File: src/rtl/adder_share_arbiter.sv
// adder_share_arbiter
// Shares one WIDTH-bit adder between NUM_REQ requesters. A round-robin
// arbiter picks at most one operand pair per cycle; the sum is registered
// and presented with the requester index on a valid/ready response port.
// Optional build macro ADDER_ARB_CARRY_EN adds a registered rsp_carry output
// holding the carry-out of the add; without it the carry is dropped.
module adder_share_arbiter #(
    parameter  int NUM_REQ = 4,
    parameter  int WIDTH   = 5,
    localparam int ID_W    = (NUM_REQ > 1) ? $clog2(NUM_REQ) : 1
) (
    input  logic                     clk,
    input  logic                     reset,
    input  logic [NUM_REQ-1:0]       req_valid,
    output logic [NUM_REQ-1:0]       req_ready,
    input  logic [NUM_REQ*WIDTH-1:0] req_a,
    input  logic [NUM_REQ*WIDTH-1:0] req_b,
    output logic                     rsp_valid,
    input  logic                     rsp_ready,
    output logic [ID_W-1:0]          rsp_id,
`ifdef ADDER_ARB_CARRY_EN
    output logic                     rsp_carry,
`endif
    output logic [WIDTH-1:0]         rsp_sum
);

    typedef enum logic {
        IDLE = 1'b0,
        HOLD = 1'b1
    } state_t;

    state_t              state_q;
    logic                rsp_valid_q;
    logic [ID_W-1:0]     rsp_id_q;
    logic [WIDTH-1:0]    rsp_sum_q;
    logic [ID_W-1:0]     rr_ptr_q;
    logic [ID_W-1:0]     rr_ptr_d;

    logic                grant_found;
    logic [ID_W-1:0]     grant_idx;
    logic [WIDTH-1:0]    sel_a;
    logic [WIDTH-1:0]    sel_b;
    logic                can_accept;
    logic                accept;
    logic [WIDTH-1:0]    sum_d;

    // Modulo-2^WIDTH sum; the carry is intentionally lost.
    function automatic logic [WIDTH-1:0] add_mod(input logic [WIDTH-1:0] a,
                                                 input logic [WIDTH-1:0] b);
        return a + b;
    endfunction

`ifdef ADDER_ARB_CARRY_EN
    logic                rsp_carry_q;
    logic                carry_d;

    // Carry-out of the WIDTH-bit add, computed one bit wider.
    function automatic logic add_carry(input logic [WIDTH-1:0] a,
                                       input logic [WIDTH-1:0] b);
        logic [WIDTH:0] full;
        full = {1'b0, a} + {1'b0, b};
        return full[WIDTH];
    endfunction
`endif

    // Round-robin search starting at rr_ptr; also muxes the winner's operands.
    always_comb begin
        grant_found = 1'b0;
        grant_idx   = '0;
        sel_a       = '0;
        sel_b       = '0;
        for (int k = 0; k < NUM_REQ; k++) begin
            automatic int idx = int'(rr_ptr_q) + k;
            if (idx >= NUM_REQ) begin
                idx = idx - NUM_REQ;
            end
            if (!grant_found && req_valid[idx]) begin
                grant_found = 1'b1;
                grant_idx   = ID_W'(idx);
                sel_a       = req_a[idx*WIDTH +: WIDTH];
                sel_b       = req_b[idx*WIDTH +: WIDTH];
            end
        end
    end

    // The output register can take a new sum when empty or being drained
    // this cycle; nothing is accepted while reset is asserted.
    assign can_accept = (state_q == IDLE) || rsp_ready;
    assign accept     = can_accept && grant_found && !reset;

    // One-hot ready toward the granted requester only.
    always_comb begin
        req_ready            = '0;
        req_ready[grant_idx] = accept;
    end

    // Pointer moves one past the winner, wrapping at NUM_REQ-1 for any count.
    always_comb begin
        if (grant_idx == ID_W'(NUM_REQ - 1)) begin
            rr_ptr_d = '0;
        end else begin
            rr_ptr_d = grant_idx + 1'b1;
        end
    end

    assign sum_d = add_mod(sel_a, sel_b);
`ifdef ADDER_ARB_CARRY_EN
    assign carry_d = add_carry(sel_a, sel_b);
`endif

    // Response FSM: capture on accept, drain to IDLE when emptied with no new grant.
    always_ff @(posedge clk) begin
        if (reset) begin
            state_q     <= IDLE;
            rsp_valid_q <= 1'b0;
            rsp_id_q    <= '0;
            rsp_sum_q   <= '0;
            rr_ptr_q    <= '0;
`ifdef ADDER_ARB_CARRY_EN
            rsp_carry_q <= 1'b0;
`endif
        end else if (accept) begin
            state_q     <= HOLD;
            rsp_valid_q <= 1'b1;
            rsp_id_q    <= grant_idx;
            rsp_sum_q   <= sum_d;
            rr_ptr_q    <= rr_ptr_d;
`ifdef ADDER_ARB_CARRY_EN
            rsp_carry_q <= carry_d;
`endif
        end else if (state_q == HOLD && rsp_ready) begin
            state_q     <= IDLE;
            rsp_valid_q <= 1'b0;
        end
    end

    assign rsp_valid = rsp_valid_q;
    assign rsp_id    = rsp_id_q;
    assign rsp_sum   = rsp_sum_q;
`ifdef ADDER_ARB_CARRY_EN
    assign rsp_carry = rsp_carry_q;
`endif

endmodule

File: config.mk
export PLATFORM = sky130hd
export DESIGN_NAME = adder_share_arbiter
export DESIGN_NICKNAME = d
export VERILOG_FILES = /design/src/rtl/adder_share_arbiter.sv
export SDC_FILE = /design/constraint.sdc
export NUM_CORES = 1
export LEC_CHECK = 0
export CORE_MARGIN = 10
export CORE_UTILIZATION = 53
export CTS_BUF_LIST = sky130_fd_sc_hd__clkbuf_8
export CTS_CLUSTER_SIZE = 25
export DETAILED_ROUTE_END_ITERATION = 6
export GPL_TIMING_DRIVEN = 1
export PLACE_DENSITY = 0.82
export SKIP_CTS_REPAIR_TIMING = 1
export SYNTH_ARGS = -nofsm -noshare
export SYNTH_HDL_FRONTEND = slang
export SYNTH_SLANG_ARGS = --single-unit
File: constraint.sdc
create_clock -name clk -period 5.66 [get_ports clk]
set_input_delay 1.415 -clock clk [delete_from_list [all_inputs] [get_ports clk]]
set_output_delay 1.415 -clock clk [all_outputs]
set_load 0.02 [all_outputs]
* Word-level counts from Yosys, hierarchy flattened *
Cells that the tools add are included.

word-level totals
  bits in latches = 0
  bits in writable memories = 0
  output and inout bits = 12
  word-level logic and storage cells = 88
  memory bits (read-only) = 0
  memories = 0
  input bits = 47
  register bits after elaboration = 10

operators by class
  multipliers = 4
  shift operators = 8
  magnitude comparators = 10
  div/mod/pow operators = 0
  eq/ne operators = 1
  bitwise gates (word level) = 2
  add/subtract/negate cells = 9
  reduce and logical (&&, ||, !) cells = 13
  multiplexer cells = 37

operators by type and width
  kind                                                               count
  indexed part select 20 x 32 -> 5 bit                               8
  < comparator 32 x 4 -> 1 bit, second input constant                4
  multiplier 32 x 4 -> 32 bit, second input constant                 4
  two-way mux 32 bit                                                 4
  two-way mux 5 bit                                                  8
  two-way mux 1 bit                                                  15
  subtractor 3 x 3 -> 4 bit, second input constant                   3
  two-way mux 2 bit                                                  5
  greater-or-equal comparator 3 bit, second input constant           3
  binary-select mux 1 bit (select 2 bit)                             4
  logical AND 1 bit                                                  7
  adder 2 x 2 -> 3 bit, second input constant                        2
  adder 5 bit                                                        1
  bitwise AND 4 bit                                                  1
  logical NOT 1 bit                                                  4
  subtractor 2 x 3 -> 4 bit, second input constant                   1
  adder 2 x 1 -> 3 bit, second input constant                        1
  greater-or-equal comparator 2 x 3 -> 1 bit, second input constant  1
  < comparator 2 x 3 -> 1 bit, second input constant                 1
  adder 2 x 1 -> 2 bit, second input constant                        1
  demux 1 bit (select 2 bit)                                         1
  equality test 2 bit, second input constant                         1
  greater-or-equal comparator 2 x 1 -> 1 bit, second input constant  1
  nonzero test 2 bit                                                 1
  2 further kinds                                                    2

* Logic depth before layout (Yosys ltp) *
  depth after elaboration = 20
  mapped depth = 28
  depth with buffers taken out = 21

* Worst setup path after synthesis *
Ideal clock, no wire load.

  path type = register -> register
  start = register rr_ptr_q[0]
  end = register rsp_sum_q[4] (netlist: rsp_sum[4])
  setup time = 0.132 ns
  arrival time = 5.608 ns
  data required time = 5.528 ns
  period minus slack after synthesis = 5.741 ns
  buffers on the path = 6
  stages on the path, launching flop included = 26
  setup slack = -0.081 ns
  cells stage by stage = dfxtp_1 > buf_6 > buf_2 > buf_2 > inv_1 > ha_1 > buf_1 > inv_1 > clkbuf_1 > clkbuf_1 > and2_1 > inv_1 > fa_1 > inv_1 > and4_1 > o211ai_1 > o221ai_1 > o31a_1 > fa_1 > a21o_1 > a21oi_1 > inv_1 > and4_1 > a21oi_1 > a211o_1 > o311ai_1

between the ends
  word-level cells in the longest chain between the ends = 17
  elaborated cells between the ends (all ways) = 60
  classes of those cells = add/sub (8); mul (4); order compare (4); shift (8); mux (28); reduce/logical (8)

ends and longest elaborated chain
  item                                                                  line  source
  start: declaration                                                    36    logic [ID_W-1:0] rr_ptr_q;
  start signal: assignment                                              127   rr_ptr_q <= rr_ptr_d;
  branches (longest 17 deep; another with multiplier 32 x 4 -> 32 bit)  --
  end signal: assignment                                                126   rsp_sum_q <= sum_d;
  end: declaration                                                      35    logic [WIDTH-1:0] rsp_sum_q;

Parallel ways; which one is timed is not known. The select of a mux whose other input is x is not followed.
A chain may end at the register's enable or synchronous reset.

* Worst setup path in the final report *
  start = input port req_valid[2]
  end = output port req_ready[0]

between the ends
  word-level cells in the longest chain between the ends = 18
  elaborated cells between the ends (all ways) = 34
  classes of those cells = order compare (2); mux (22); bitwise (1); reduce/logical (9)

ends and longest elaborated chain
  item                                                                                                                    line  source
  start: declaration                                                                                                      14    input logic [NUM_REQ-1:0] req_valid,
  binary-select mux 1 bit (select 2 bit)                                                                                  77    if (!grant_found && req_valid[idx]) begin
  two-way mux 1 bit (not written as such) (2 in a row)                                                                    77
  two-way mux 1 bit                                                                                                       77
  logical NOT 1 bit                                                                                                       77
  logical AND 1 bit                                                                                                       77
  two-way mux 1 bit                                                                                                       77
  logical NOT 1 bit                                                                                                       77
  logical AND 1 bit                                                                                                       77
  [2 not listed]                                                                                                          --
  logical AND 1 bit                                                                                                       77
  two-way mux 2 bit *                                                                                                     77
  named net grant_idx[0]                                                                                                  40    logic [ID_W-1:0] grant_idx;
  < comparator 2 x 3 -> 1 bit (not written as such) / greater-or-equal comparator 2 x 1 -> 1 bit (equally long branches)  94    req_ready[grant_idx] = accept;
  logical AND 1 bit (not written as such)                                                                                 94
  two-way mux 1 bit (not written as such)                                                                                 94
  demux 1 bit (select 2 bit) *                                                                                            94
  bitwise AND 4 bit (no line) *                                                                                           --
  end: declaration                                                                                                        15    output logic [NUM_REQ-1:0] req_ready,

Mark *: on every way through the listed nets, which the timed path passes. The rest lies on a longest branch. The select of a mux whose other input is x is not followed.

==> results.sh <==
export IMPL_outcome="finished, final reports clean"
export IMPL_multi_input_area_um2=4000
export IMPL_path_max_fanout=7
export IMPL_syn_to_final_growth_pct=17.0
export IMPL_crit_type="input port to output port"
export IMPL_worstMarginPinSlew_ps=702
export IMPL_drc=0
export IMPL_cts_root_buf="clkbuf_8"
export IMPL_total_power_uw=2830
export IMPL_finClkSkew_ps=2.66
export IMPL_routedWlPerCell_um=23.0
export IMPL_clk_pin_slew_ps=50
export IMPL_wirelength_um=16200
export IMPL_die_h_um=112
export IMPL_grt_overflow=0
export IMPL_syn_avg_cell_area_um2=7.98
export IMPL_regArea_um2=205
export IMPL_yosys_warnings=0
export IMPL_cap_violations=0
export IMPL_ys_top_cells_by_count="nand2_1 (52), mux4_2 (42), a21oi_1 (37), clkbuf_1 (37), nor2_1 (35)"
export IMPL_synthDistinctLibCells=70
export IMPL_cts_tree="built"
export IMPL_synthesis_area_um2=4480
export IMPL_diodes=0
export IMPL_p_leak_uw=0.00189
export IMPL_cpMostUsedCell="clkdlybuf4s50_1"
export IMPL_synth_edf_count=0
export IMPL_arrival_ps=4120
export IMPL_fin_util_pct=63.8
export IMPL_crit_chain="clkdlybuf4s50_1 -> mux4_2 -> buf_4 -> and2b_1 -> o21ai_0 -> o31ai_2 -> inv_1 -> ha_1 -> and2_1 -> clkdlybuf4s50_1"
export IMPL_min_path_type="flip-flop to flip-flop"
export IMPL_dr_pass1_iters=6
export IMPL_nFillCells=708
export IMPL_hpwl_um=12300
export IMPL_setup_tns_final_ps=0
export IMPL_pin_count=59
export IMPL_antenna_left=0
export IMPL_irDropWorstVdd_uv=333
export IMPL_port_buffers=58
export IMPL_grt_pass1_vias=4938
export IMPL_antenna_found_initial=0
export IMPL_synth_seq_area_share_pct=4.47
export IMPL_clock_latency_ps=240
export IMPL_final_layout_size_suffix_gt1_share_pct=17.3
export IMPL_nNetsFinal=667
export IMPL_drt_initial_drc_count=632
export IMPL_synth_async_reset_ratio_pct=0
export IMPL_min_period_over_period_pct=97.8
export IMPL_grt_usage_pct=24.1
export IMPL_setup_viol=0
export IMPL_netlist_top_cells_area="mux4_2 (21%), mux2i_1 (6.3%), ha_1 (5.6%), mux2_2 (5.5%), dfxtp_1 (4.5%)"
export IMPL_cts_sinks=10
export IMPL_h_tree_depth=1
export IMPL_die_width_um=112
export IMPL_max_freq_mhz=181
export IMPL_grt_max_degree=40
export IMPL_end_kind="output port"
export IMPL_via_per_inst=7.33
export IMPL_netlist_instances=562
export IMPL_maxSlewHeadroom_pct=52.9
export IMPL_cts_buffers=3
export IMPL_fin_crit_ps=5540
export IMPL_crit_slowest_cell="mux4_2"
export IMPL_gp_congestion=1.05
export IMPL_hold_viol_final=0
export IMPL_post_route_cell_area_um2=5250
export IMPL_powerDensity_nw_per_um2=540
export IMPL_rsz0062_at_grt="no"
export IMPL_synth_seq_cells=10
export IMPL_row_count=33
export IMPL_synth_most_common_cell="nand2_1"
export IMPL_num_vias=5147
export IMPL_slowest_delay_ps=560
export IMPL_drv_slew=0
export IMPL_grt_pass1_wl_um=26100
export IMPL_netlist_area_leader_share_pct=21.1
export IMPL_startpoint_type="input port"
export IMPL_synth_ff_type="dfxtp_1"
export IMPL_core_area_um2=8220
export IMPL_die_area_um2=12500
export IMPL_cp_required_ps=4240
export IMPL_initial_utilization_pct=54.6
export IMPL_ctsLongestPathBuffers=2
export IMPL_synth_top_area_cell="mux4_2"
export IMPL_placed_area_um2=5170
export IMPL_synth_net_count=631
==> flip-flops by register name (all words and copies together) (netlist names) <==
register	flops
rsp_valid	1
rsp_sum	5
rr_ptr_q	2
rsp_id	2
==> metal layers <==
metal,global-route usage (%),part of all wire (%),up-vias
met5,0,0,-
met4,8.46,3.4,0
met3,4.62,11,55
met2,39.3,47,367
met1,30.8,39,2432
li1,-,-,2293
==> cell usage in the layout, fill, tap and decap left out, types with 10 or more instances in the layout <==
cell,instances
clkdlybuf4s50_1,58
nand2_1,52
mux4_2,42
a21oi_1,37
nor2_1,35
mux2i_1,28
buf_4,27
o21ai_0,26
mux2_2,22
ha_1,20
nand3_1,19
nor2b_1,18
inv_1,18
a22oi_1,17
and2_1,10
o211ai_1,10
o22ai_1,10
a221oi_1,10
==> worst max-delay path, delay by kind of cell <==
| family | cells | cell delay, ps |
|---|---|---|
| buffers and inverters | 4 | 1360 |
| multiplexers | 1 | 560 |
| AND/OR/NAND/NOR | 2 | 330 |
| AO/OA/AOI/OAI | 2 | 240 |
| adder cells (fa/ha/maj) | 1 | 220 |
==> worst paths after layout <==
check	start	end	slack, ps	cells after the start
worst max register to register	rr_ptr_q[0]$_SDFFE_PP0P_	rsp_sum[4]$_SDFFE_PP0P_	390	21
worst max-delay path	req_valid[2]	req_ready[0]	120	10
worst min register to register	rsp_sum[1]$_SDFFE_PP0P_	rsp_sum[1]$_SDFFE_PP0P_	470	2
worst min-delay path	rsp_sum[1]$_SDFFE_PP0P_	rsp_sum[1]$_SDFFE_PP0P_	470	2
==> cell type report <==
class                      count  area share, %
sequential                    10           3.91
inverter                      20           1.43
timing repair buffer          85           14.9
multi-input combinational    478           76.2
tap                          105           2.50
clock buffer                   4           1.05
==> cell families (layout without fill, tap and decap cells) <==
kind of cell               after synthesis  in the layout  share of synthesized area (%)
DFF                                     10             10                           4.47
xor gates and xnor gates                 3              3                          0.586
and+or+nand+nor                        177            177                           19.8
adders and majority gates               22             22                           6.48
AOI/OAI and AO/OA                      183            183                           28.4
buffers and inverters                   74            109                           6.75
muxes                                   93             93                           33.5
==> metrics by stage <==
| stage | setup slack (ps) | hold slack [ps] | cells |
|---|---|---|---|
| final | 122 | 473 | 702 |
| after global placement | 54.0 | 462 | 698 |
| after CTS | -80.0 | 480 | 702 |
| after floorplan | 9.84 | 547 | 562 |
| after global routing | 1.93 | 504 | 702 |
| after detailed placement | -69.0 | 479 | 698 |
==> where the power goes <==
part	total, uW	leakage (uW)	internal [uW]	switching, uW
Sequential	146	0.0000841	103	43.4
Clock	90.6	0.0000288	61.2	29.4
Combinational	2590	0.00178	1130	1460
Note: power is estimated with default switching activity, not from simulation.
